<file path="src/rtl/trig_capture_ctrl.sv">
// trig_capture_ctrl: logic-analyzer capture sequencer (pre-trigger fill, trigger watch, post-trigger record)
//  clk, rst_n               clock, asynchronous active-low reset
//  cap_en, cap_abort        start capture (IDLE only), abandon capture (any state)
//  smpl_en                  decimated sample strobe, one RAM write per strobe while recording
//  trig_in, trig_src        trigger inputs and per-source enable mask
//  trig_pos                 pre-trigger sample count, latched at cap_en
//  done_ack                 releases DONE back to IDLE
//  we, waddr                sample RAM write enable / address
//  trig_addr, start_addr    trigger sample address, oldest valid sample address
//  armed, triggered, capture_done  state decodes
module trig_capture_ctrl #(
  parameter int DEPTH_W = 9,
  parameter int NSRC = 4
) (
  input  logic               clk,
  input  logic               rst_n,
  input  logic               cap_en,
  input  logic               cap_abort,
  input  logic               smpl_en,
  input  logic [NSRC-1:0]    trig_in,
  input  logic [NSRC-1:0]    trig_src,
  input  logic [DEPTH_W-1:0] trig_pos,
  input  logic               done_ack,
  output logic               we,
  output logic [DEPTH_W-1:0] waddr,
  output logic [DEPTH_W-1:0] trig_addr,
  output logic [DEPTH_W-1:0] start_addr,
  output logic               armed,
  output logic               triggered,
  output logic               capture_done
);
  typedef enum logic [2:0] {IDLE, PRE, ARMED, POST, DONE} state_t;
  localparam logic [DEPTH_W:0] DEPTH = (DEPTH_W+1)'(1) << DEPTH_W;
  state_t state, state_nx;
  logic [DEPTH_W-1:0] pre_cnt, tpos;
  logic [DEPTH_W:0] post_cnt, post_tgt;
  logic hit, rec;
  assign hit = |(trig_in & trig_src);
  assign post_tgt = DEPTH - {1'b0, tpos};
  assign start_addr = trig_addr - tpos;
  assign armed = state == ARMED;
  assign triggered = state == POST || state == DONE;
  assign capture_done = state == DONE;
  always_comb begin
    rec = state == PRE ? pre_cnt != tpos : state == ARMED || state == POST;
    we = smpl_en & rec & ~cap_abort;
    state_nx = state;
    if (cap_abort) state_nx = IDLE;
    else
      case (state)
        IDLE:  state_nx = cap_en ? PRE : IDLE;
        PRE:   state_nx = pre_cnt == tpos ? ARMED : PRE;
        ARMED: state_nx = !hit ? ARMED : (smpl_en && post_tgt == (DEPTH_W+1)'(1)) ? DONE : POST;
        POST:  state_nx = (we && post_cnt + 1'b1 == post_tgt) ? DONE : POST;
        DONE:  state_nx = done_ack ? IDLE : DONE;
        default: state_nx = IDLE;
      endcase
  end
  always_ff @(posedge clk or negedge rst_n) begin
    if (!rst_n) begin
      state <= IDLE;
      waddr <= '0;
      trig_addr <= '0;
      pre_cnt <= '0;
      post_cnt <= '0;
      tpos <= '0;
    end else begin
      state <= state_nx;
      if (we) waddr <= waddr + 1'b1;
      if (state == IDLE && cap_en && !cap_abort) begin
        waddr <= '0;
        pre_cnt <= '0;
        post_cnt <= '0;
        tpos <= trig_pos;
      end
      if (state == PRE && we) pre_cnt <= pre_cnt + 1'b1;
      if (state == ARMED && hit && !cap_abort) begin
        trig_addr <= waddr;
        post_cnt <= {{DEPTH_W{1'b0}}, smpl_en};
      end
      if (state == POST && we) post_cnt <= post_cnt + 1'b1;
    end
  end
endmodule
</file>
<file path="config.mk">
export PLATFORM = sky130hd
export DESIGN_NAME = trig_capture_ctrl
export DESIGN_NICKNAME = d
export VERILOG_FILES = /design/src/rtl/trig_capture_ctrl.sv
export SDC_FILE = /design/constraint.sdc
export NUM_CORES = 1
export LEC_CHECK = 0
export CAP_MARGIN = 20
export CORE_MARGIN = 2
export CORE_UTILIZATION = 48
export CTS_CLUSTER_DIAMETER = 40
export DETAILED_ROUTE_END_ITERATION = 8
export MAX_ROUTING_LAYER = met4
export PLACE_DENSITY = 0.84
export RECOVER_POWER = 50
export SYNTH_ARGS = -nofsm -noshare
export SYNTH_HDL_FRONTEND = slang
export SYNTH_SLANG_ARGS = --single-unit
</file>
<file path="constraint.sdc">
create_clock -name clk -period 2.8 [get_ports clk]
set_input_delay 0.7 -clock clk [delete_from_list [all_inputs] [get_ports clk]]
set_output_delay 0.7 -clock clk [all_outputs]
set_load 0.02 [all_outputs]
</file>
Word-level counts from Yosys, hierarchy flattened
Index checks and enable logic that the tools add are counted.

Bits in registers: 49. Input port bits: 23.

Add/subtract/negate cells: 5. Equality and inequality tests: 8. Multiplexer cells: 16. Bitwise gates (word level): 4. Reductions and logical operators: 16.

Operator list (number): $mux 9 (4); $mux 10 (3); $add 9x1->9 const B (2); $mux 3 (5); $pmux 3 s5 (1); $add 10x1->10 const B (1); $eq 10x1->1 const B (1); $eq 10x10->1 (1); $sub 10x9->10 const A (1); $eq 9x9->1 (1); $ne 9x9->1 (1); $sub 9x9->9 (1); $logic_and 1x1->1 (8); $eq 3x2->1 const B (2); $and 4x4->4 (1); $reduce_bool 2->1 (2); $reduce_or 4->1 (1); $eq 3x1->1 const B (1); $eq 3x3->1 const B (1); $logic_not 3->1 (1); $reduce_bool 3->1 (1); $and 1x1->1 (2); $logic_or 1x1->1 (2); $mux 1 (2); other kinds (3) (3).

Longest topological paths before layout
Gate-level depths: netlist (run 1).

Depth after elaboration: 9. Depth in mapped cells: 11. Mapped depth without buffers: 10.

Least setup slack after synthesis (run 1)
No wires, ideal clock.

Path kind: register to output. Start: reg trig_addr[0]. End: out start_addr[8]. Arrival time: 2044 ps. Data required time: 2100 ps. Path slack: 56 ps. Stages on the path, launching flop included: 11. Path through: dfrtp_1 -> inv_1 -> ha_1 -> fa_1 -> nor2b_1 -> o21ai_0 -> nand2b_1 -> a21o_1 -> a21oi_1 -> o21ai_0 -> xnor2_1.

Cells in the longest elaborated chain, start to end: 1.

Ends and longest elaborated chain: start: declaration (RTL line 26) `output logic [DEPTH_W-1:0] trig_addr,`; start signal: assignment (RTL line 78) `trig_addr <= waddr;`; $sub 9x9->9 (RTL line 40) `assign start_addr = trig_addr - tpos;`; end: declaration (RTL line 27) `output logic [DEPTH_W-1:0] start_addr,`.

Every way passes these cells.

Worst setup path in the final report (run 1)
Start: reg tpos[0]. End: out start_addr[8].

Cells in the longest elaborated chain, start to end: 1.

Ends and longest elaborated chain: start: declaration (RTL line 35) `logic [DEPTH_W-1:0] pre_cnt, tpos;`; start signal: assignment (RTL line 74) `tpos <= trig_pos;`; $sub 9x9->9 (RTL line 40).

Every way passes these cells.

==> results of run 1 <==
## critical path, delay by kind of cell, from the launching register on
kind                       cells  cell delay, ns
adders and majority gates      2            0.53
and+or+nand+nor                2            0.22
DFF                            1            0.42
buffers and inverters          1            0.16
xor gates and xnor gates       1            0.13
AOI/OAI and AO/OA              4            0.45
## placed cells by master, fill, tap and decap left out, types with 6 or more instances in the layout
cell type        instances
or3_1                    6
nand2b_1                 8
inv_1                   12
nor3_1                   8
buf_4                   39
xnor2_1                 24
nand2_1                 31
o21ai_1                  6
nand3_1                 13
nand4_1                 12
mux2_2                   7
a21oi_1                  8
xor2_1                  14
and3_1                  11
ha_1                    11
dfrtp_1                 49
nor2_1                  29
clkdlybuf4s50_1         41
o21ai_0                 38
## state kept, by name (all words and copies together), names as in the netlist
register and cells:
tpos 9, post_cnt 10, state 3, pre_cnt 9, waddr 9, trig_addr 9
## cells in the mapped netlist, drive strengths merged, types with 2 or more instances
master   instances
buf             12
o211ai           2
xnor3            2
o21ai           47
nor3b            2
a31oi            3
a221oi           2
nor3             9
nand3b           2
o31ai            4
nand4           12
a21oi           10
mux2             7
nor2            29
o22ai            2
a22o             3
nand2b           8
xnor2           25
clkbuf           8
nor2b            6
xor2            15
ha              13
or3              7
and3            11
nand3           13
dfrtp           49
and2             3
nand2           31
nor4             3
a2111oi          2
inv             14
a21o             2
## final timing paths
check                      cells past startpoint                       to               startpoint
max                                           10            start_addr[8]      tpos[0]$_DFFE_PN0P_
min                                            1  post_cnt[9]$_DFFE_PN0P_  post_cnt[9]$_DFFE_PN0P_
max reg2reg                                   10       state[1]$_DFF_PN0_      tpos[0]$_DFFE_PN0P_
min reg2reg                                    1  post_cnt[9]$_DFFE_PN0P_  post_cnt[9]$_DFFE_PN0P_
max in group asynchronous                      2      tpos[3]$_DFFE_PN0P_                    rst_n
min in group asynchronous                      1  post_cnt[5]$_DFFE_PN0P_                    rst_n
## through the flow
stage / instances / instance area (um^2) / setup WS [ns]
finish: 525 / 4230 / -0.113
floorplan: 368 / 3250 / 0.0565
global route: 525 / 4230 / -0.232
CTS: 520 / 4170 / -0.152
detailed placement: 509 / 4000 / -0.517
global placement: 509 / 4000 / -0.442
## area by class of cell
| cell class | instances | area share [%] |
|---|---|---|
| clock buffer | 5 | 1.63 |
| clock inverter | 3 | 1.10 |
| inverter | 14 | 1.24 |
| multi-input combinational | 285 | 46.4 |
| sequential | 49 | 29.0 |
| tap | 80 | 2.37 |
| timing repair buffer | 89 | 18.2 |
## kinds of logic after synthesis
| logic type | after synthesis | synth area share [%] |
|---|---|---|
| and+or+nand+nor | 140 | 22.1 |
| xor gates and xnor gates | 42 | 12.2 |
| muxes | 8 | 2.73 |
| AOI/OAI and AO/OA | 81 | 15.0 |
| DFF | 49 | 37.7 |
| buffers and inverters | 34 | 4.69 |
| adders and majority gates | 14 | 5.62 |
## power groups by stage
stage	sequential [mW]	combinational, mW	clock [mW]
3_3_place_gp	0.810	0.742	0
4_1_cts	0.800	0.786	0.535
6_report	0.802	0.831	0.524
2_1_floorplan	0.813	0.438	0
5_1_grt	0.807	0.900	0.563
3_5_place_dp	0.811	0.764	0
## routing by layer
metal / share of wire, % / vias up / wire [um]
li1: - / 1434 / -
met1: 43 / 1479 / 3680
met2: 48 / 122 / 4170
met3: 6.6 / 22 / 567
met4: 2.2 / 0 / 186
met5: 0 / - / 0
## repair_timing
| action | CTS | global route |
|---|---|---|
| endpoints found under the setup margin | 7 | 10 |
| buffers inserted | 3 | 5 |
| gates resized for setup | 45 | 11 |
| cloned | 0 | 0 |
| pin swaps | 12 | 8 |
| hold endpoints to repair | 0 | 0 |
==> results.yml, run 1 <==
sta:
  final_hold_viol_count: 0
  tns_ns: -0.315
  rsz0062_at_grt: "yes"
  hold_slack_ns: 0.518
  setup-violations-final: 4
  fin_crit_ns: 2.91
  fin_crit_sh_pct: 104
  skew_ns: 0.00616
  fmax_mhz: 343
  worstMarginPinSlew_ns: 1.35
  drv_slew: 0
  maxSlewHeadroom_pct: 10.1
  fin_ws_ns: -0.113
setup_path:
  required_ns: 2.10
  rrSetupSlack_ns: 0.23
  crit_fanout: 2
  slowest_stage: "dfrtp_1"
  cp.arrival_ns: 2.21
  worst_setup_path_start_kind: "flop"
  critical_path.cell_chain: "ha_4, fa_2, nor2b_1, o21ai_1, nand2b_1, a21o_1, a21oi_2, o21ai_2, xnor2_1, buf_4"
  critPathMaxStageDelay_ns: 0.42
  end_kind: "output pin"
  crit_type: "flop to output pin"
power:
  p_seq_share_pct: 37.2
  power.leakage_nw: 1.87
  ir_worst_vdd_mv: 0.318
  power_density_nw_per_um2: 511
  pwr-share-clk_pct: 24.3
  p_int_mw: 1.42
  power.total_mw: 2.16
  pwr-share-comb_pct: 38.5
  p_sw_share_pct: 34.2
  p_switching_mw: 0.737
clock_network:
  cts_tree: "yes"
  root_buffer: "clkbuf_8"
  clock-sinks: 49
  cts.path.max_buffers: 2
  cts_buffers: 5
  clk_pin_slew_ns: 0.09
  hold_buffers: 0
  worstSkewPairLatency_ns: 0.31
  cts-htree-levels: 2
drt:
  drcViolationCount: 0
  dr.pass1.iters: 7
  drt_iter0_drc: 269
  via_per_inst: 5.82
  routedWlPerCell_um: 16.4
  vias: 3057
  routed_wl_um: 8610
  drtAntennaViolNets: 0
logic_synthesis:
  synth_seq_cells: 49
  synthTopCellsByArea: "dfrtp_1 (38%), xnor2_1 (6.7%), o21ai_0 (6.5%)"
  syn_nets: 405
  synth_edf_count: 0
  synth_top_area_share_pct: 37.7
  synth_cell_types: 50
  ys.warnings.count: 0
  yosysTopAreaCell: "dfrtp_1"
  synth_area_um2: 3250
  async_flop_share_pct: 100
  ys.flop_type: "dfrtp_1"
  seq_area_frac_synth_pct: 37.7
  syn_avg_cell_area_um2: 8.84
  syn-instance-count: 368
layout:
  nFillCells: 568
  antenna_cells: 0
  utilization_pct: 63.2
  fin_nets: 481
  multi_input_area_um2: 1960
  register_area_um2: 1230
  drive_above_1_share_pct: 17.8
  synthToLayoutAreaGrowth_pct: 29.9
global_route:
  grt_usage_pct: 24.8
  use_met3_pct: 4.86
  grt_overflow: 0
  top_usage_layer: "met2"
  grt_pass1_vias: 2974
  grt_first_pass_wirelength_um: 14200
  use_met2_pct: 40.2
  grt.met1_usage_pct: 31.5
  grt_max_degree: 28
  antenna_found_initial: 0
placement:
  port_buffers: 53
  place_congestion: 0.933
  dp.final_hpwl_um: 6200
worst_hold_path:
  hold_path_class: "flop to flop"
outcome:
  status: "complete, but fails checks"
  violations: "setup timing"
floorplan:
  chipWidth_um: 86.3
  num_rows: 30
  ioPinCount: 54
  dieArea_um2: 7450
  initial_core_util_pct: 48.7
  fp.dieH_um: 86.3
  core_region_area_um2: 6680
flow_run:
  maxCapViolations: 0
(Power assumes the default switching activity.)
==> inputs of run 2 (changes only) <==
Settings changed: CORE_MARGIN 2 to 3, SKIP_LAST_GASP set to 1.
==> results.yml, run 2 (synthesized netlist as in run 1, its figures left out) <==
placement:
  dpl_cell_area_um2: 4000
  place_congestion: 0.909
  dp.final_hpwl_um: 6040
  pre_cts_slack_ns: -0.495
  dpl.cell_count: 507
  port_buffers: 53
setup_path:
  worst_setup_path_start_kind: "flop"
  critPathMaxStageDelay_ns: 0.42
  crit_fanout: 2
  end_kind: "output pin"
  crit_path_frequent_cell: "buf_4"
  critical_path.cell_chain: "ha_4, fa_2, nor2b_1, o21ai_1, nand2b_1, a21o_1, a21oi_2, buf_4, xnor2_2, buf_4"
  crit_type: "flop to output pin"
  slowest_stage: "dfrtp_1"
  cp.arrival_ns: 2.24
  r2r-start: "tpos[0]$_DFFE_PN0P_"
  rrSetupSlack_ns: 0.22
  reg2reg_depth: 11
  r2r_end: "state[1]$_DFF_PN0_"
  required_ns: 2.10
floorplan:
  fp.dieH_um: 88.3
  dieArea_um2: 7800
  initial_core_util_pct: 50.4
  core_region_area_um2: 6460
  num_rows: 29
  ioPinCount: 54
  chipWidth_um: 88.3
outcome:
  violations: "setup timing"
  status: "complete, but fails checks"
drt:
  dr.pass1.iters: 4
  drt_iter0_drc: 268
  drcViolationCount: 0
  routed_wl_um: 8190
  routedWlPerCell_um: 15.7
  vias: 2984
  via_per_inst: 5.73
  drtAntennaViolNets: 0
layout:
  drive_above_1_share_pct: 16.4
  layout_commonest_cell: "dfrtp_1"
  antenna_cells: 0
  largest_reg_flops: 10
  layout_common_cells: "dfrtp_1 (49), clkdlybuf4s50_1 (40), buf_4 (39)"
  final_cells: 521
  fin_nets: 480
  synthToLayoutAreaGrowth_pct: 28.5
  regMostFlops: "post_cnt"
  final_area_um2: 4180
sta:
  final_hold_viol_count: 0
  worstMarginPinSlew_ns: 1.36
  fmax_mhz: 340
  fin_crit_sh_pct: 105
  rsz0062_at_grt: "yes"
  maxSlewHeadroom_pct: 9.61
  drv_slew: 0
  fin_ws_ns: -0.139
  skew_ns: 0.0139
  fin_crit_ns: 2.94
  setup-violations-final: 4
global_route:
  antenna_found_initial: 0
  grt_max_degree: 27
  grt_first_pass_wirelength_um: 13500
  grt_pass1_vias: 2908
  grt_usage_pct: 22.7
  grt_overflow: 0
power:
  power.leakage_nw: 1.86
  power_density_nw_per_um2: 490
  power.total_mw: 2.05
  ir_worst_vdd_mv: 0.369
worst_hold_path:
  min_to: "pre_cnt[8]$_DFFE_PN0P_"
  worstHoldStart: "pre_cnt[8]$_DFFE_PN0P_"
  holdPathStages: 1
  hold_path_class: "flop to flop"
clock_network:
  cts.path.max_buffers: 2
  cts_buffers: 5
  cts_tree: "yes"
  worstSkewPairLatency_ns: 0.32
  clock-sinks: 49
  root_buffer: "clkbuf_8"
  cts-htree-levels: 2
  clk_pin_slew_ns: 0.10
flow_run:
  maxCapViolations: 0
==> run 2: stage by stage <==
stage | hold WS (ns) | util, % | TNS [ns]
after floorplan | 0.404 | - | 0
after global placement | 0.492 | 62.0 | -1.18
after detailed placement | 0.506 | 62.0 | -1.60
after CTS | 0.397 | 63.8 | -0.413
after global routing | 0.554 | 64.7 | -0.781
final | 0.521 | 64.7 | -0.326
==> run 2: routing by layer <==
layer | part of all wire (%) | up-vias | GRT usage [%] | wire length (um)
met1 | 44 | 1435 | 28.7 | 3570
li1 | - | 1444 | - | -
met3 | 6.2 | 8 | 4.56 | 507
met2 | 49 | 97 | 37.2 | 4030
met4 | 0.86 | 0 | 6.04 | 70
met5 | 0 | - | - | 0
==> run 2: area by class of cell <==
type                            instances  area [um^2]
Clock inverter                          3         25.0
Tap cell                               77         96.3
Inverter                               14         52.6
Clock buffer                            5         68.8
Timing Repair Buffer                   88          771
Sequential cell                        49         1230
Fill cell                             550         2280
Multi-Input combinational cell        285         1940
==> run 2: worst max-delay path, delay by kind of cell, from the launching register on <==
kind / cells / cell delay [ns]
flops: 1 / 0.42
buf+inv: 2 / 0.31
fa+ha+maj: 2 / 0.51
xor+xnor: 1 / 0.14
simple gates: 2 / 0.23
compound gates: 3 / 0.31
==> run 2: how the worst max path moves through the flow <==
stage                                         from             to  slack (ns)  cells after the start
after CTS                 trig_addr[0]$_DFFE_PN0P_  start_addr[8]       -0.17                     11
final                          tpos[0]$_DFFE_PN0P_  start_addr[6]       -0.14                     10
after global placement    trig_addr[0]$_DFFE_PN0P_  start_addr[8]       -0.44                     11
after global routing           tpos[0]$_DFFE_PN0P_  start_addr[6]       -0.21                     10
after floorplan           trig_addr[0]$_DFFE_PN0P_  start_addr[8]        0.06                     10
after detailed placement  trig_addr[0]$_DFFE_PN0P_  start_addr[8]       -0.50                     11
==> run 2: power breakdown <==
group / internal (mW) / total [mW] / leakage [nW] / switching (mW)
Sequential: 0.748 / 0.802 / 0.657 / 0.0546
Combinational: 0.393 / 0.797 / 1.16 / 0.404
Clock: 0.181 / 0.450 / 0.0447 / 0.269
Total: 1.32 / 2.05 / 1.86 / 0.727
==> run 2: repair_timing <==
item                                   in CTS  in global routing
hold buffers                                0                  0
setup endpoints to repair                   7                  8
buffers inserted                            3                  4
pin swaps                                   2                  9
endpoints found under the hold margin       0                  0
resized for setup                          36                 11
gates cloned                                0                  0
